`src/rtl/i2c_pkg.sv`:
```
// Shared definitions for the I2C target: FSM state encoding and R/W bit meaning.
package i2c_pkg;

    typedef enum logic [2:0] {
        IDLE  = 3'd0,
        ADDR  = 3'd1,
        ACK_A = 3'd2,
        RX    = 3'd3,
        ACK_R = 3'd4,
        TX    = 3'd5,
        ACK_T = 3'd6
    } i2c_state_e;

    localparam logic I2C_RW_WRITE = 1'b0;
    localparam logic I2C_RW_READ  = 1'b1;

endpackage

```
`src/rtl/i2c_sync_edge.sv`:
```
// Two-flop synchronizer for an asynchronous bus line plus a one-flop edge detector.
// Idle level is high (pull-up), so flops reset to 1 to avoid a spurious edge.
module i2c_sync_edge #(
    parameter logic RESET_VAL = 1'b1
) (
    input  logic clk,
    input  logic rst_n,
    input  logic async_i,
    output logic level_o,
    output logic rise_o,
    output logic fall_o
);

    logic [1:0] sync_q;
    logic       prev_q;

    always_ff @(posedge clk or negedge rst_n) begin
        if (!rst_n) begin
            sync_q <= {2{RESET_VAL}};
            prev_q <= RESET_VAL;
        end else begin
            sync_q <= {sync_q[0], async_i};
            prev_q <= sync_q[1];
        end
    end

    assign level_o = sync_q[1];
    assign rise_o  = sync_q[1] & ~prev_q;
    assign fall_o  = ~sync_q[1] & prev_q;

endmodule

```
`src/rtl/i2c_target.sv`:
```
// I2C target: START/STOP decode, 7-bit address match, pointer-byte register writes
// and auto-incrementing reads through a combinational register read port.
module i2c_target
    import i2c_pkg::*;
#(
    parameter logic [6:0] TARGET_ADDR = 7'h3C,
    parameter int         PTR_W       = 2
) (
    input  logic             clk,
    input  logic             rst_n,
    input  logic             scl_i,
    input  logic             sda_i,
    output logic             sda_oe,
    output logic             wr_en,
    output logic [PTR_W-1:0] wr_addr,
    output logic [7:0]       wr_data,
    output logic [PTR_W-1:0] rd_addr,
    input  logic [7:0]       rd_data,
    output logic             busy
);

    localparam logic [PTR_W-1:0] PTR_ONE = PTR_W'(1);

    logic scl_lvl, scl_rise, scl_fall;
    logic sda_lvl, sda_rise, sda_fall;
    logic start_det, stop_det;

    i2c_sync_edge u_scl_sync (
        .clk    (clk),
        .rst_n  (rst_n),
        .async_i(scl_i),
        .level_o(scl_lvl),
        .rise_o (scl_rise),
        .fall_o (scl_fall)
    );

    i2c_sync_edge u_sda_sync (
        .clk    (clk),
        .rst_n  (rst_n),
        .async_i(sda_i),
        .level_o(sda_lvl),
        .rise_o (sda_rise),
        .fall_o (sda_fall)
    );

    assign start_det = sda_fall & scl_lvl;
    assign stop_det  = sda_rise & scl_lvl;

    i2c_state_e       state_q, state_d;
    logic [7:0]       shift_q, shift_d;
    logic [3:0]       bit_cnt_q, bit_cnt_d;
    logic [PTR_W-1:0] ptr_q, ptr_d;
    logic             first_q, first_d;
    logic             rw_q, rw_d;
    logic             oe_q, oe_d;
    logic             busy_q, busy_d;
    logic             wr_en_q, wr_en_d;
    logic [PTR_W-1:0] wr_addr_q, wr_addr_d;
    logic [7:0]       wr_data_q, wr_data_d;

    always_ff @(posedge clk or negedge rst_n) begin
        if (!rst_n) begin
            state_q   <= IDLE;
            shift_q   <= '0;
            bit_cnt_q <= '0;
            ptr_q     <= '0;
            first_q   <= 1'b0;
            rw_q      <= I2C_RW_WRITE;
            oe_q      <= 1'b0;
            busy_q    <= 1'b0;
            wr_en_q   <= 1'b0;
            wr_addr_q <= '0;
            wr_data_q <= '0;
        end else begin
            state_q   <= state_d;
            shift_q   <= shift_d;
            bit_cnt_q <= bit_cnt_d;
            ptr_q     <= ptr_d;
            first_q   <= first_d;
            rw_q      <= rw_d;
            oe_q      <= oe_d;
            busy_q    <= busy_d;
            wr_en_q   <= wr_en_d;
            wr_addr_q <= wr_addr_d;
            wr_data_q <= wr_data_d;
        end
    end

    always_comb begin
        state_d   = state_q;
        shift_d   = shift_q;
        bit_cnt_d = bit_cnt_q;
        ptr_d     = ptr_q;
        first_d   = first_q;
        rw_d      = rw_q;
        oe_d      = oe_q;
        busy_d    = busy_q;
        wr_en_d   = 1'b0;
        wr_addr_d = wr_addr_q;
        wr_data_d = wr_data_q;

        if (start_det) begin
            state_d   = ADDR;
            bit_cnt_d = '0;
            oe_d      = 1'b0;
        end else if (stop_det) begin
            state_d = IDLE;
            busy_d  = 1'b0;
            oe_d    = 1'b0;
        end else begin
            case (state_q)
                IDLE: begin
                end
                ADDR, RX: begin
                    if (scl_rise) begin
                        shift_d   = {shift_q[6:0], sda_lvl};
                        bit_cnt_d = bit_cnt_q + 4'd1;
                    end else if (scl_fall && bit_cnt_q == 4'd8) begin
                        bit_cnt_d = '0;
                        if (state_q == RX) begin
                            state_d = ACK_R;
                            oe_d    = 1'b1;
                            // The first byte after the address only moves the pointer.
                            if (first_q) begin
                                ptr_d   = shift_q[PTR_W-1:0];
                                first_d = 1'b0;
                            end else begin
                                wr_en_d   = 1'b1;
                                wr_addr_d = ptr_q;
                                wr_data_d = shift_q;
                                ptr_d     = ptr_q + PTR_ONE;
                            end
                        end else if (shift_q[7:1] == TARGET_ADDR) begin
                            state_d = ACK_A;
                            oe_d    = 1'b1;
                            busy_d  = 1'b1;
                            rw_d    = shift_q[0];
                        end else begin
                            state_d = IDLE;
                            oe_d    = 1'b0;
                            busy_d  = 1'b0;
                        end
                    end
                end
                ACK_A: begin
                    if (scl_fall) begin
                        bit_cnt_d = '0;
                        if (rw_q == I2C_RW_READ) begin
                            state_d = TX;
                            shift_d = rd_data;
                            oe_d    = ~rd_data[7];
                        end else begin
                            state_d = RX;
                            oe_d    = 1'b0;
                            first_d = 1'b1;
                        end
                    end
                end
                ACK_R: begin
                    if (scl_fall) begin
                        state_d = RX;
                        oe_d    = 1'b0;
                    end
                end
                TX: begin
                    if (scl_rise) begin
                        bit_cnt_d = bit_cnt_q + 4'd1;
                    end else if (scl_fall) begin
                        if (bit_cnt_q == 4'd8) begin
                            state_d   = ACK_T;
                            bit_cnt_d = '0;
                            oe_d      = 1'b0;
                            ptr_d     = ptr_q + PTR_ONE;
                        end else begin
                            shift_d = {shift_q[6:0], 1'b0};
                            oe_d    = ~shift_q[6];
                        end
                    end
                end
                ACK_T: begin
                    // bit_cnt=1 marks "master ACKed"; the next byte starts on the following fall.
                    if (scl_rise) begin
                        if (sda_lvl) begin
                            state_d = IDLE;
                            busy_d  = 1'b0;
                            oe_d    = 1'b0;
                        end else begin
                            bit_cnt_d = 4'd1;
                        end
                    end else if (scl_fall && bit_cnt_q == 4'd1) begin
                        state_d   = TX;
                        bit_cnt_d = '0;
                        shift_d   = rd_data;
                        oe_d      = ~rd_data[7];
                    end
                end
                default: state_d = IDLE;
            endcase
        end
    end

    assign sda_oe  = oe_q;
    assign wr_en   = wr_en_q;
    assign wr_addr = wr_addr_q;
    assign wr_data = wr_data_q;
    assign rd_addr = ptr_q;
    assign busy    = busy_q;

endmodule
```
`config.mk`:
```
export PLATFORM = sky130hd
export DESIGN_NAME = i2c_target
export DESIGN_NICKNAME = d
export VERILOG_FILES = /design/src/rtl/i2c_pkg.sv /design/src/rtl/i2c_sync_edge.sv /design/src/rtl/i2c_target.sv
export SDC_FILE = /design/constraint.sdc
export NUM_CORES = 1
export LEC_CHECK = 0
export ABC_AREA = 1
export BUFFER_PORTS_ARGS = -buffer_cell sky130_fd_sc_hd__buf_2
export CAP_MARGIN = 20
export CORE_MARGIN = 1.5
export CORE_UTILIZATION = 35
export CTS_CLUSTER_SIZE = 8
export DETAILED_ROUTE_END_ITERATION = 10
export GPL_TIMING_DRIVEN = 0
export HOLD_SLACK_MARGIN = 0.15
export PLACE_DENSITY = 0.63
export SYNTH_ARGS = -nofsm -noshare
export SYNTH_HDL_FRONTEND = slang
export SYNTH_SLANG_ARGS = --single-unit
```
`constraint.sdc`:
```
create_clock -name clk -period 3.4 [get_ports clk]
set_clock_uncertainty 0.2 [all_clocks]
set_input_delay 0.51 -clock clk [delete_from_list [all_inputs] [get_ports clk]]
set_output_delay 0.51 -clock clk [all_outputs]
set_load 0.05 [all_outputs]
```
After elaboration in Yosys (flattened, before gate mapping)

Cells that the tools add are included.

Flip-flop bits (word level): 38
Output and inout port bits: 15

Mux-type cells: 80
Reduce and logical (&&, ||, !) cells: 19
Equal/unequal tests: 44
Add/sub/neg operators: 2
Bitwise gates (word level): 17

Operator list:

| kind                                                | number |
|---|---|
| two-way mux 8 bit                                   | 8 |
| != test 4 bit, second input constant                | 12 |
| two-way mux 4 bit                                   | 11 |
| two-way mux 3 bit                                   | 14 |
| two-way mux 1 bit                                   | 32 |
| case mux 8 bit (4 select lines)                     | 1 |
| != test 2 bit, second input constant                | 14 |
| AND reduction 7 bit                                 | 3 |
| != test 3 bit, second input constant                | 6 |
| case mux 3 bit (6 select lines)                     | 1 |
| AND reduction 9 bit                                 | 2 |
| two-way mux 2 bit                                   | 8 |
| case mux 4 bit (4 select lines)                     | 1 |
| AND reduction 8 bit                                 | 2 |
| NOT 1 bit                                           | 11 |
| AND reduction 11 bit                                | 1 |
| AND reduction 10 bit                                | 1 |
| equality test 3 bit, second input constant          | 3 |
| equality test 7 x 6 -> 1 bit, second input constant | 1 |
| nonzero test 7 bit                                  | 1 |
| bitwise AND 1 bit                                   | 6 |
| equality test 3 x 2 -> 1 bit, second input constant | 2 |
| != test 5 x 4 -> 1 bit, second input constant       | 1 |
| != test 5 bit, second input constant                | 1 |
| 16 further kinds                                    | 19 |

Logic depth before layout (Yosys ltp)

Gate-level depths: netlist (run 1).

Word-level depth: 8
Depth in mapped cells: 13
Depth with buffers taken out: 11

By module

Synthesis (run 1) repeated with hierarchy kept, for this count alone.

Cell total of the unflattened synthesis: 349
Area total of the unflattened synthesis: 2528.7 µm²

Modules (own cells, without submodules):

| module        | cells an instance | area an instance (µm²) | seq. area each (µm²) | times used |
|---|---|---|---|---|
| i2c_target    | 335               | 2341.0                 | 800.8                | 1 |
| i2c_sync_edge | 7                 | 93.8                   | 78.8                 | 2 |

Worst setup path before layout (run 1)

Ideal clock, no wire load.

Kind: flip-flop to flip-flop
Start point: register u_scl_sync.sync_q[1]
End point: register shift_q[5]
Period minus slack after synthesis: 1.960 ns
Slack: 1.440 ns
Data required time: 3.126 ns
Arrival: 1.686 ns
Buffers on the path: 2
Cell stages (with the launch flop): 12
Cells stage by stage: dfstp_2 ha_1 clkbuf_1 inv_1 nor2_2 nor2_1 nand2_1 nor2_1 nand2_2 buf_6 nand2_1 o21ai_2

Word-level cells in the longest chain between the ends: 5

Ends and longest elaborated chain:

| what                                    | RTL line            | RTL |
|---|---|---|
| start: declaration                      | i2c_sync_edge.sv:14 | `logic [1:0] sync_q;` |
| start signal: assignment                | i2c_sync_edge.sv:19 | `sync_q <= {2{RESET_VAL}};` |
| start signal: assignment                | i2c_sync_edge.sv:22 | `sync_q <= {sync_q[0], async_i};` |
| NOT 1 bit                               | i2c_sync_edge.sv:29 | `assign fall_o = ~sync_q[1] & prev_q;` |
| bitwise AND 1 bit                       | i2c_sync_edge.sv:29 |  |
| logical AND 1 bit                       | i2c_target.sv:190   | `end else if (scl_fall && bit_cnt_q == 4'd1) begin` |
| != test 2 bit (no source line)          | --                  |  |
| AND reduction 11 bit (no source line) * | --                  |  |
| end signal: assignment                  | i2c_target.sv:76    | `shift_q <= shift_d;` |
| end: declaration                        | i2c_target.sv:50    | `logic [7:0] shift_q, shift_d;` |

Every way passes the cells marked *; elsewhere a longest branch is shown, timed or not.
A chain may end at the register's enable or synchronous reset.

Worst setup path in the final report (run 1)

Start point: register u_scl_sync.sync_q[1]
End point: register bit_cnt_q[2]

Word-level cells in the longest chain between the ends: 5

Ends and longest elaborated chain:

| what                                                            | RTL line                                 | RTL |
|---|---|---|
| bitwise AND 1 bit / NOT 1 bit (equally long branches)           | i2c_sync_edge.sv:28, i2c_sync_edge.sv:29 |  |
| two-way mux 4 bit, or another cell as far along                 | i2c_target.sv:182                        | `if (scl_rise) begin` |
| case mux 4 bit (4 select lines), or another cell as far along   | i2c_target.sv:111                        | `case (state_q)` |
| two-way mux 4 bit / != test 4 bit (equally long branches)       | --                                       |  |
| two-way mux 4 bit / AND reduction 8 bit (equally long branches) | --                                       |  |
| end signal: assignment                                          | i2c_target.sv:77                         | `bit_cnt_q <= bit_cnt_d;` |
| end: declaration                                                | i2c_target.sv:51                         | `logic [3:0] bit_cnt_q, bit_cnt_d;` |

Several ways; a longest one is shown, not always the timed one. The select of a mux whose other input is x is not followed.

==> results.py, run 1 <==
metrics = {
    "outcome": {
        "status": "finished, final reports clean",
    },
    "route": {
        "wl_per_cell_um": 12.9,
        "routed_wl_um": 6100,
        "first_pass_iters": 4,
        "vias": 2287,
        "via_per_inst": 4.86,
        "drc": 0,
        "antenna_left": 0,
        "drtIter0Drc": 148,
    },
    "clock_tree": {
        "post_cts_resized": 0,
        "cts_buffer_depth": 2,
        "clock_sinks": 38,
        "cts_root_buf": "clkbuf_8",
        "cts_buffers": 5,
        "tritoncts": "done",
        "path_clk_slew_ps": 90,
        "postCtsSetupBuffers": 0,
        "clk_latency_ps": 300,
        "cts_max_level": 2,
    },
    "sta": {
        "rsz0062_at_grt": "no",
        "fin_crit_ps": 2280,
        "setup-violations-final": 0,
        "post-route-period-util_pct": 66.9,
        "finalWorstSetupSlack_ps": 1120,
        "holdWs_ps": 168,
        "max_freq_ghz": 0.440,
        "max_slew_margin_pct": 44.1,
        "drv_slew": 0,
        "worst_pin_slew_ps": 839,
        "hold_viol": 0,
        "finalSetupTns_ps": 0,
    },
    "floorplanning": {
        "rows": 30,
        "start_util_pct": 36.7,
        "die_x_um": 87.9,
        "die_h_um": 87.9,
        "dieArea_mm2": 0.00772,
        "coreArea_mm2": 0.00687,
        "ios": 27,
    },
    "placed_design": {
        "port_buffers": 26,
        "place_congestion": 0.890,
        "dp_hpwl_um": 4480,
        "place_ws_ps": 1120,
    },
    "power_and_ir_drop": {
        "power.static_leakage_nw": 1.55,
        "power.share.clock_pct": 31.9,
        "swShare_pct": 36.0,
        "combPwrFrac_pct": 28.9,
        "peakVddDrop_mv": 0.249,
        "power.internal_w": 0.000959,
        "p_sw_w": 0.000538,
        "p_per_area_mw_per_mm2": 510,
        "p_seq_share_pct": 39.2,
    },
    "global_route": {
        "grt_pass1_wl_um": 10900,
        "grt_pass1_vias": 2193,
        "grt_overflow_total": 0,
        "grt_max_degree": 39,
        "antenna_found_initial": 0,
        "grt_usage_pct": 18.1,
    },
    "logic_synthesis": {
        "synth-edff-count": 0,
        "synth_area_leaders": "dfrtp_1 (32%), nand2_1 (15%), dfstp_2 (6.3%), nand3_1 (6.0%), o21ai_2 (5.2%)",
        "synth_commonest_cells": "nand2_1 (103), dfrtp_1 (32), nor2_1 (32), inv_1 (31), nand3_1 (30)",
        "netlist_area_mm2": 0.00252,
        "async_flop_share_pct": 100,
        "yosysMostFrequentCell": "nand2_1",
        "seq_area_frac_synth_pct": 38.0,
        "ys_types": 35,
        "ys.flop_type": "dfrtp_1",
        "postSynthRegisterBits": 38,
        "synth_top_area_cell": "dfrtp_1",
        "synth_warnings": 0,
        "synthesis.instances": 338,
        "netlist.area_leader.share_pct": 31.8,
        "syn_nets": 356,
        "synth_area_per_cell_um2": 7.46,
    },
    "setup_path": {
        "critical_path.slowest_cell": "dfstp_2",
        "crit_top_cell": "nand2_1",
        "cp_num_buf_inv": 3,
        "cp_max_fo": 8,
        "crit_family": "simple AND/OR/NAND/NOR gates",
        "criticalPathCategory": "flop to flop",
        "end_kind": "flop",
        "critPathLaunchType": "flop",
        "critPathRequiredTime_ps": 3390,
        "cp.arrival_ps": 2270,
        "cpPeakStageDelay_ps": 620,
        "worstPathCellList": "ha_1, clkbuf_1, inv_1, nand2_1, inv_1, nand2_1, o21ai_1, nor2_2, nand2_2, nand2_1, nand2_1",
    },
    "job": {
        "drv_cap": 0,
    },
    "final_layout": {
        "n_antenna_cell": 0,
        "syn_to_final_growth_pct": 16.6,
        "layout-drive-gt1-share_pct": 24.8,
        "num-fill-cells": 719,
        "nets": 392,
    },
    "worst_hold_path": {
        "hp-class": "flop to flop",
    },
}
-- kinds of logic after synthesis --
group | Yosys count | share of synthesized area, %
AOI/OAI and AO/OA | 45 | 11.3
xor gates and xnor gates | 2 | 0.695
adders and majority gates | 6 | 2.98
buffers and inverters | 44 | 8.49
DFF | 38 | 38.0
and+or+nand+nor | 203 | 38.5
-- layer usage --
layer  vias up  part of all wire, %  track usage (%)
met2        69                   46             28.9
met4         0                  1.2             4.76
li1       1156                    -                -
met1      1053                   47             25.5
met5         -                    0                0
met3         9                  6.1             3.11
-- power groups by stage --
stage	registers, W	clock network, W	logic (W)
after floorplan	0.000618	0	0.000298
after global placement	0.000594	0	0.000425
after detailed placement	0.000597	0	0.000431
after CTS	0.000589	0.000491	0.000438
after global routing	0.000597	0.000507	0.000499
final	0.000587	0.000478	0.000432
-- worst paths after layout --
kind,start,endpoint,slack [ps],cells past startpoint
worst max-delay path,u_scl_sync.sync_q[1],bit_cnt_q[2],1120,11
worst min-delay path,u_sda_sync.sync_q[0],u_sda_sync.sync_q[1],170,0
worst max register to register,u_scl_sync.sync_q[1],bit_cnt_q[2],1120,11
worst min register to register,u_sda_sync.sync_q[0],u_sda_sync.sync_q[1],170,0
max in group asynchronous,rst_n,shift_q[6],1810,2
min in group asynchronous,rst_n,bit_cnt_q[3],660,2
-- sequential cells by signal (all words and copies together), names as in the netlist --
| signal | cells |
|---|---|
| rd_addr | 2 |
| bit_cnt_q | 4 |
| rw_q | 1 |
| state_q | 3 |
| u_sda_sync.sync_q | 2 |
| u_scl_sync.sync_q | 2 |
| wr_addr | 2 |
| sda_oe | 1 |
| wr_data | 8 |
| first_q | 1 |
| u_scl_sync.prev_q | 1 |
| busy | 1 |
| wr_en | 1 |
| shift_q | 8 |
| u_sda_sync.prev_q | 1 |
-- timing repair --
| action | 4_1_cts | 5_1_grt |
|---|---|---|
| endpoints found under the setup margin | 0 | 0 |
| hold endpoints to repair | 18 | 0 |
| hold buffers | 3 | 0 |
-- final cells by class --
| class | instances | area, µm² | area share (%) |
|---|---|---|---|
| timing repair buffer | 29 | 160 | 5.45 |
| multi-input combinational | 256 | 1350 | 45.9 |
| clock inverter | 3 | 68.8 | 2.34 |
| inverter | 36 | 143 | 4.86 |
| tap | 96 | 120 | 4.09 |
| clock buffer | 5 | 68.8 | 2.34 |
| buffer | 8 | 71.3 | 2.43 |
| sequential | 38 | 958 | 32.6 |
-- worst reg2reg max path, stage by stage, from the launching register on --
cell and delay [ps]:
dfstp_2 620, ha_1 160, clkbuf_1 300, inv_1 120
nand2_1 120, inv_1 60, nand2_1 60, o21ai_1 70
nor2_2 220, nand2_2 110, nand2_1 80, nand2_1 50
-- per-stage QoR --
step           instance area (µm²)  total power (W)  utilization (%)  instances
2_1_floorplan                 2520         0.000917                -        338
3_3_place_gp                  2770          0.00102             40.3        460
3_5_place_dp                  2770          0.00103             40.3        460
4_1_cts                       2940          0.00152             42.8        471
5_1_grt                       2940          0.00160             42.8        471
6_report                      2940          0.00150             42.8        471
-- cells in the final DEF, fill, tap and decap left out, types with 2 or more instances in the layout --
master	n
bufinv_16	2
ha_1	6
nand3_1	30
o21ai_1	3
nor2_1	32
a21oi_1	4
inv_2	3
dlygate4sd3_1	3
o21ai_0	21
dfstp_2	6
nand3_2	2
clkbuf_8	5
nand2_4	2
clkbuf_1	2
nand2_1	103
nor3_1	7
nand2_2	7
buf_2	26
o21ai_2	15
xor2_1	2
nand4_1	2
dfrtp_1	32
inv_1	31
nor2_2	6
buf_6	5
nor2_4	4
No activity file was read; power rests on OpenSTA's default activity.
==> run 2, diff against run 1 <==
--- a/config.mk
+++ b/config.mk
@@ -5,7 +5,7 @@
 export SDC_FILE = /design/constraint.sdc
 export NUM_CORES = 1
 export LEC_CHECK = 0
-export ABC_AREA = 1
+export ABC_AREA = 0
 export BUFFER_PORTS_ARGS = -buffer_cell sky130_fd_sc_hd__buf_2
 export CAP_MARGIN = 20
 export CORE_MARGIN = 1.5
@@ -14,7 +14,7 @@
 export DETAILED_ROUTE_END_ITERATION = 10
 export GPL_TIMING_DRIVEN = 0
 export HOLD_SLACK_MARGIN = 0.15
-export PLACE_DENSITY = 0.63
+export PLACE_DENSITY = 0.64
 export SYNTH_ARGS = -nofsm -noshare
 export SYNTH_HDL_FRONTEND = slang
 export SYNTH_SLANG_ARGS = --single-unit
==> constraint.sdc (replaced) <==
create_clock -name clk -period 2.3 [get_ports clk]
set_clock_uncertainty 0.2 [all_clocks]
set_input_delay 0.345 -clock clk [delete_from_list [all_inputs] [get_ports clk]]
set_output_delay 0.345 -clock clk [all_outputs]
set_load 0.05 [all_outputs]
==> run 2 against run 1 <==
Maximum frequency decreased by 0.97%. Largest power group unchanged. Area after synthesis decreased by 11%. Final area shrank 0.47%. Synthesized cell count is 32% lower. Critical path depth shrank 4. Setup slack got worse by 1100 ps. Register-to-register slack got worse by 1100 ps. Global-route usage is 1.3 points lower. Clock power rose by 0.8%. First-iteration DRC count fell by 26%. Via count is 15% lower.
==> results.py, run 2 <==
metrics = {
    "outcome": {
        "status": "finished, final reports clean",
    },
    "global_route": {
        "gr-usage-met1_pct": 22.5,
        "grt_max_degree": 39,
        "antenna_found_initial": 0,
        "grt_usage_pct": 16.8,
        "met2_usage_pct": 26.8,
        "grt_overflow_total": 0,
        "grt_use_met3_pct": 3.18,
        "grt_pass1_vias": 1951,
        "busiest_layer": "met2",
        "grt_pass1_wl_um": 9380,
    },
    "setup_path": {
        "cp.arrival_ps": 2270,
        "end_kind": "flop",
        "critPathLaunchType": "flop",
        "timing.rr.end": "shift_q[2]",
        "critPathRequiredTime_ps": 2280,
        "crit-reg2reg-launch": "bit_cnt_q[1]",
        "criticalPathCategory": "flop to flop",
        "reg2regPathDepth": 7,
        "rrSetupSlack_ps": 2,
        "crit_end": "shift_q[2]",
        "cp_max_fo": 8,
        "startpoint": "bit_cnt_q[1]",
    },
    "logic_synthesis": {
        "synth-edff-count": 0,
        "yosysMostFrequentCell": "dfrtp_1",
        "synth_compound_area_share_pct": 17.0,
        "async_flop_share_pct": 100,
        "muxShareOfSynthArea_pct": 12.4,
        "seq_area_frac_synth_pct": 42.6,
        "synthesis.instances": 231,
        "synth_commonest_cells": "dfrtp_1 (32), nand2_1 (28), mux2_2 (22), o21ai_0 (16), inv_1 (11)",
        "synth_area_leaders": "dfrtp_1 (36%), mux2_2 (11%), dfstp_2 (7.0%), nand2_1 (4.7%), o21ai_0 (3.6%)",
        "ys_types": 51,
        "synth_area_per_cell_um2": 9.74,
        "synth_top_area_cell": "dfrtp_1",
        "postSynthRegisterBits": 38,
        "synth_top_family_by_area": "simple AND/OR/NAND/NOR gates",
        "syn_nets": 249,
        "synth_fa_ha_area_share_pct": 3.78,
        "synth_xor_area_share_pct": 0.389,
        "synth_warnings": 0,
        "ys.flop_type": "dfrtp_1",
        "netlist_area_mm2": 0.00225,
        "yosys.area_share.simple_pct": 19.6,
        "netlist.area_leader.share_pct": 35.6,
    },
    "clock_tree": {
        "path_clk_slew_ps": 70,
        "tritoncts": "done",
        "cts_buffer_depth": 2,
        "clock_sinks": 38,
        "cts_root_buf": "clkbuf_8",
        "cts_buffers": 5,
        "clk_latency_ps": 300,
        "cts_max_level": 2,
    },
    "final_layout": {
        "final_util_pct": 46.6,
        "mostFrequentLayoutCell": "dfrtp_1",
        "layout-drive-gt1-share_pct": 42.2,
        "n_antenna_cell": 0,
        "final_cell_mix": "dfrtp_1 (31), buf_2 (28), nand2_1 (27)",
        "nets": 304,
        "syn_to_final_growth_pct": 30.0,
    },
    "placed_design": {
        "dp_hpwl_um": 3660,
        "port_buffers": 26,
        "place_congestion": 0.882,
    },
    "sta": {
        "setup-violations-final": 0,
        "worst_pin_slew_ps": 855,
        "fin_crit_ps": 2300,
        "max_freq_ghz": 0.435,
        "hold_viol": 0,
        "rsz0062_at_grt": "yes",
        "drv_slew": 0,
        "post-route-period-util_pct": 99.9,
        "holdWs_ps": 159,
        "max_slew_margin_pct": 43.0,
    },
    "route": {
        "first_pass_iters": 4,
        "drc": 0,
        "routed_wl_um": 5530,
        "drtIter0Drc": 109,
        "vias": 1943,
        "antenna_left": 0,
        "via_per_inst": 5.34,
        "wl_per_cell_um": 15.2,
    },
    "power_and_ir_drop": {
        "power.static_leakage_nw": 1.30,
        "combPwrFrac_pct": 22.1,
        "power.share.clock_pct": 28.1,
        "power.internal_w": 0.00120,
        "p_sw_w": 0.000519,
        "p_seq_share_pct": 49.8,
        "peakVddDrop_mv": 0.396,
        "p_per_area_mw_per_mm2": 587,
        "swShare_pct": 30.2,
    },
    "worst_hold_path": {
        "hp-class": "flop to flop",
    },
    "floorplanning": {
        "coreArea_mm2": 0.00628,
        "die_h_um": 83.2,
        "dieArea_mm2": 0.00692,
        "rows": 29,
        "die_x_um": 83.2,
        "start_util_pct": 35.8,
        "ios": 27,
    },
    "job": {
        "drv_cap": 0,
    },
}
==> run 2: final cells by class <==
class,instances,area [µm²]
Timing Repair Buffer,49,314
Sequential cell,38,960
Fill cell,598,3350
Buffer,12,70.1
Inverter,11,41.3
Tap cell,77,96.3
Clock inverter,2,12.5
Clock buffer,6,82.6
Multi-Input combinational cell,169,1350
==> run 2: worst max-delay path, cell delays in order, from the launching register on <==
cell and delay, ps:
dfrtp_1 400, inv_2 90, ha_4 120, or3b_4 380, mux2_2 280, o22ai_2 190
nand3_4 170, mux2_4 340
==> run 2: cells by family (layout without fill, tap and decap cells) <==
kind of cell / count (synthesis) / count (layout)
and+or+nand+nor: 81 / 81
AOI/OAI and AO/OA: 55 / 55
DFF: 38 / 38
muxes: 25 / 25
buffers and inverters: 24 / 80
adders and majority gates: 7 / 7
xor gates and xnor gates: 1 / 1
==> run 2: per-stage QoR <==
stage | setup WS (ps) | power [W] | TNS, ps | std cells | cell area, µm²
3_3_place_gp | -355 | 0.00115 | -5140 | 334 | 2500
3_5_place_dp | -340 | 0.00116 | -5100 | 334 | 2500
5_1_grt | -82.7 | 0.00182 | -1110 | 364 | 2920
4_1_cts | 0.0941 | 0.00170 | 0 | 356 | 2800
2_1_floorplan | 18.3 | 0.00106 | 0 | 231 | 2280
6_report | 2.46 | 0.00172 | 0 | 364 | 2920
==> run 2: power groups by stage <==
stage / Sequential, W / Clock (W) / Combinational [W]
4_1_cts: 0.000847 / 0.000500 / 0.000349
2_1_floorplan: 0.000831 / 0 / 0.000228
3_3_place_gp: 0.000857 / 0 / 0.000292
3_5_place_dp: 0.000863 / 0 / 0.000301
5_1_grt: 0.000868 / 0.000527 / 0.000429
6_report: 0.000854 / 0.000482 / 0.000380
==> run 2: what timing repair did <==
action,in CTS,in global routing
resized for setup,24,20
hold buffers,3,0
hold endpoints to repair,34,0
setup endpoints to repair,28,29
gates cloned,1,0
setup buffers,11,8
pin swaps,6,4
==> run 2: per-layer routing <==
layer	share of wire, %	wire length (µm)
met1	47	2580
met2	48	2670
met3	3.8	210
met4	1.3	71
met5	0	0
==> run 2: how the worst min path moves through the flow <==
| stage | from | cells past startpoint | slack [ps] | to |
|---|---|---|---|---|
| after detailed placement | u_scl_sync.sync_q[0] | 0 | 150 | u_scl_sync.sync_q[1] |
| final | u_scl_sync.sync_q[0] | 0 | 160 | u_scl_sync.sync_q[1] |
| after global routing | u_sda_sync.sync_q[0] | 0 | 170 | u_sda_sync.sync_q[1] |
| after global placement | u_scl_sync.sync_q[0] | 0 | 150 | u_scl_sync.sync_q[1] |
| after floorplan | rst_n | 0 | -150 | bit_cnt_q[0] |
| after CTS | rd_data[4] | 4 | 160 | shift_q[4] |
==> run 3, diff against run 2 <==
--- a/config.mk
+++ b/config.mk
@@ -6,15 +6,15 @@
 export NUM_CORES = 1
 export LEC_CHECK = 0
 export ABC_AREA = 0
-export BUFFER_PORTS_ARGS = -buffer_cell sky130_fd_sc_hd__buf_2
 export CAP_MARGIN = 20
 export CORE_MARGIN = 1.5
 export CORE_UTILIZATION = 35
 export CTS_CLUSTER_SIZE = 8
 export DETAILED_ROUTE_END_ITERATION = 10
+export DONT_BUFFER_PORTS = 1
 export GPL_TIMING_DRIVEN = 0
 export HOLD_SLACK_MARGIN = 0.15
-export PLACE_DENSITY = 0.64
+export PLACE_DENSITY = 0.6
 export SYNTH_ARGS = -nofsm -noshare
 export SYNTH_HDL_FRONTEND = slang
 export SYNTH_SLANG_ARGS = --single-unit
==> run 3 against run 2 <==
The flow now finishes with violations (negative setup slack). Hold slack barely moved. Sequential power barely moved. Sequential cell count did not move. Clock power up 43%. Die area stayed put. Cell count decreased by 5.2%. Routed wire length up 1.8%. Register-to-register slack about the same. Maximum frequency decreased by 0.64%. Setup slack got worse by 15 ps.
==> results.py, run 3 (synthesis results as in run 2) <==
metrics = {
    "placed_design": {
        "place_ws_ps": -339,
        "dp_hpwl_um": 3690,
        "port_buffers": 0,
        "place_congestion": 0.919,
    },
    "sta": {
        "fin_crit_ps": 2310,
        "max_slew_margin_pct": 58.2,
        "worst_pin_slew_ps": 625,
        "post-route-period-util_pct": 101,
        "max_freq_ghz": 0.432,
        "setup-violations-final": 4,
        "finalSetupTns_ps": -23.6,
        "hold_viol": 0,
        "drv_slew": 0,
        "rsz0062_at_grt": "yes",
        "finalWorstSetupSlack_ps": -12.3,
    },
    "floorplanning": {
        "rows": 29,
        "coreArea_mm2": 0.00628,
        "dieArea_mm2": 0.00692,
        "die_x_um": 83.2,
        "die_h_um": 83.2,
        "ios": 27,
        "start_util_pct": 35.8,
    },
    "setup_path": {
        "cp_max_fo": 6,
        "worstPathCellList": "ha_4, nand4b_1, a21oi_2, nand3_2, nor3_4, buf_6, mux2_2",
        "critical_path.slowest_cell": "dfstp_2",
        "cpPeakStageDelay_ps": 550,
        "end_kind": "flop",
        "cp.arrival_ps": 2300,
        "criticalPathCategory": "flop to flop",
        "rrSetupSlack_ps": -10,
        "critPathRequiredTime_ps": 2290,
        "critPathLaunchType": "flop",
    },
    "clock_tree": {
        "cts_buffers": 5,
        "path_clk_slew_ps": 80,
        "clock_sinks": 38,
        "tritoncts": "done",
        "cts_max_level": 2,
        "cts_root_buf": "clkbuf_8",
        "clk_latency_ps": 300,
        "cts_buffer_depth": 2,
    },
    "worst_hold_path": {
        "hp-class": "flop to flop",
    },
    "final_layout": {
        "n_antenna_cell": 0,
        "nets": 285,
        "syn_to_final_growth_pct": 31.7,
        "mostFrequentLayoutCell": "dfrtp_1",
        "final_cell_mix": "dfrtp_1 (32), nand2_1 (27), buf_4 (18)",
        "layout-drive-gt1-share_pct": 36.9,
    },
    "route": {
        "drtIter0Drc": 142,
        "first_pass_iters": 4,
        "vias": 1910,
        "via_per_inst": 5.54,
        "antenna_left": 0,
        "drc": 0,
        "wl_per_cell_um": 16.3,
        "routed_wl_um": 5640,
    },
    "power_and_ir_drop": {
        "peakVddDrop_mv": 0.572,
        "power.static_leakage_nw": 1.27,
        "p_per_area_mw_per_mm2": 649,
    },
    "global_route": {
        "grt_overflow_total": 0,
        "grt_pass1_wl_um": 9270,
        "antenna_found_initial": 0,
        "grt_pass1_vias": 1875,
        "grt_usage_pct": 16.5,
        "grt_max_degree": 39,
    },
    "outcome": {
        "status": "finished, violations left",
        "violations": "negative setup slack",
    },
    "job": {
        "drv_cap": 0,
    },
}
==> run 3: cell type report <==
type | count | area [µm²]
fillers | 567 | 3310
plain buffers | 12 | 72.6
clock inverters | 3 | 68.8
repair buffers | 30 | 267
multi-input cells | 169 | 1390
inverters | 11 | 43.8
clock buffers | 5 | 68.8
flip-flops and latches | 38 | 958
well taps | 77 | 96.3
==> run 3: per-layer routing <==
| metal | up-vias | GRT usage, % | share of wire, % |
|---|---|---|---|
| li1 | 903 | - | - |
| met1 | 947 | 23.7 | 48 |
| met2 | 47 | 25.4 | 46 |
| met3 | 13 | 3.28 | 4.2 |
| met4 | 0 | 4.85 | 1.7 |
| met5 | - | 0 | 0 |
==> run 3: final timing paths <==
| kind | start | end | cells past startpoint |
|---|---|---|---|
| max | u_scl_sync.prev_q | wr_data[7] | 7 |
| min | u_scl_sync.sync_q[0] | u_scl_sync.sync_q[1] | 0 |
| max reg2reg | u_scl_sync.prev_q | wr_data[7] | 7 |
| min reg2reg | u_scl_sync.sync_q[0] | u_scl_sync.sync_q[1] | 0 |
| max in group asynchronous | rst_n | u_scl_sync.sync_q[0] | 2 |
| min in group asynchronous | rst_n | wr_data[2] | 2 |
==> run 3: power by group <==
part | switching [W] | internal [W] | total, W
Sequential | 0.0000978 | 0.000754 | 0.000852
Combinational | 0.000178 | 0.000202 | 0.000379
Clock | 0.000256 | 0.000435 | 0.000691
==> run 3: through the flow <==
stage               hold WS (ps)  util [%]  instances  total power (W)  cell area [µm²]
global route                 161      47.2        345          0.00202             2960
floorplan                   -151         -        231          0.00106             2280
finish                       158      47.2        345          0.00192             2960
global placement            -150      37.8        308          0.00113             2370
detailed placement          -150      37.8        308          0.00114             2370
CTS                          160      44.6        338          0.00190             2800
==> run 3: critical path, delay by kind of cell (launching register included) <==
kind | cells | cell delay [ps]
AO/OA/AOI/OAI | 1 | 230
AND/OR/NAND/NOR | 3 | 530
multiplexers | 1 | 330
adder cells (fa/ha/maj) | 1 | 170
buffers and inverters | 1 | 180
flip-flops | 1 | 550
==> run 3: repair_timing <==
item	4_1_cts	5_1_grt
resized for setup	24	35
pin swaps	7	5
setup buffers	11	7
hold buffers	11	0
gates cloned	1	0
endpoints found under the hold margin	47	0
endpoints found under the setup margin	28	31
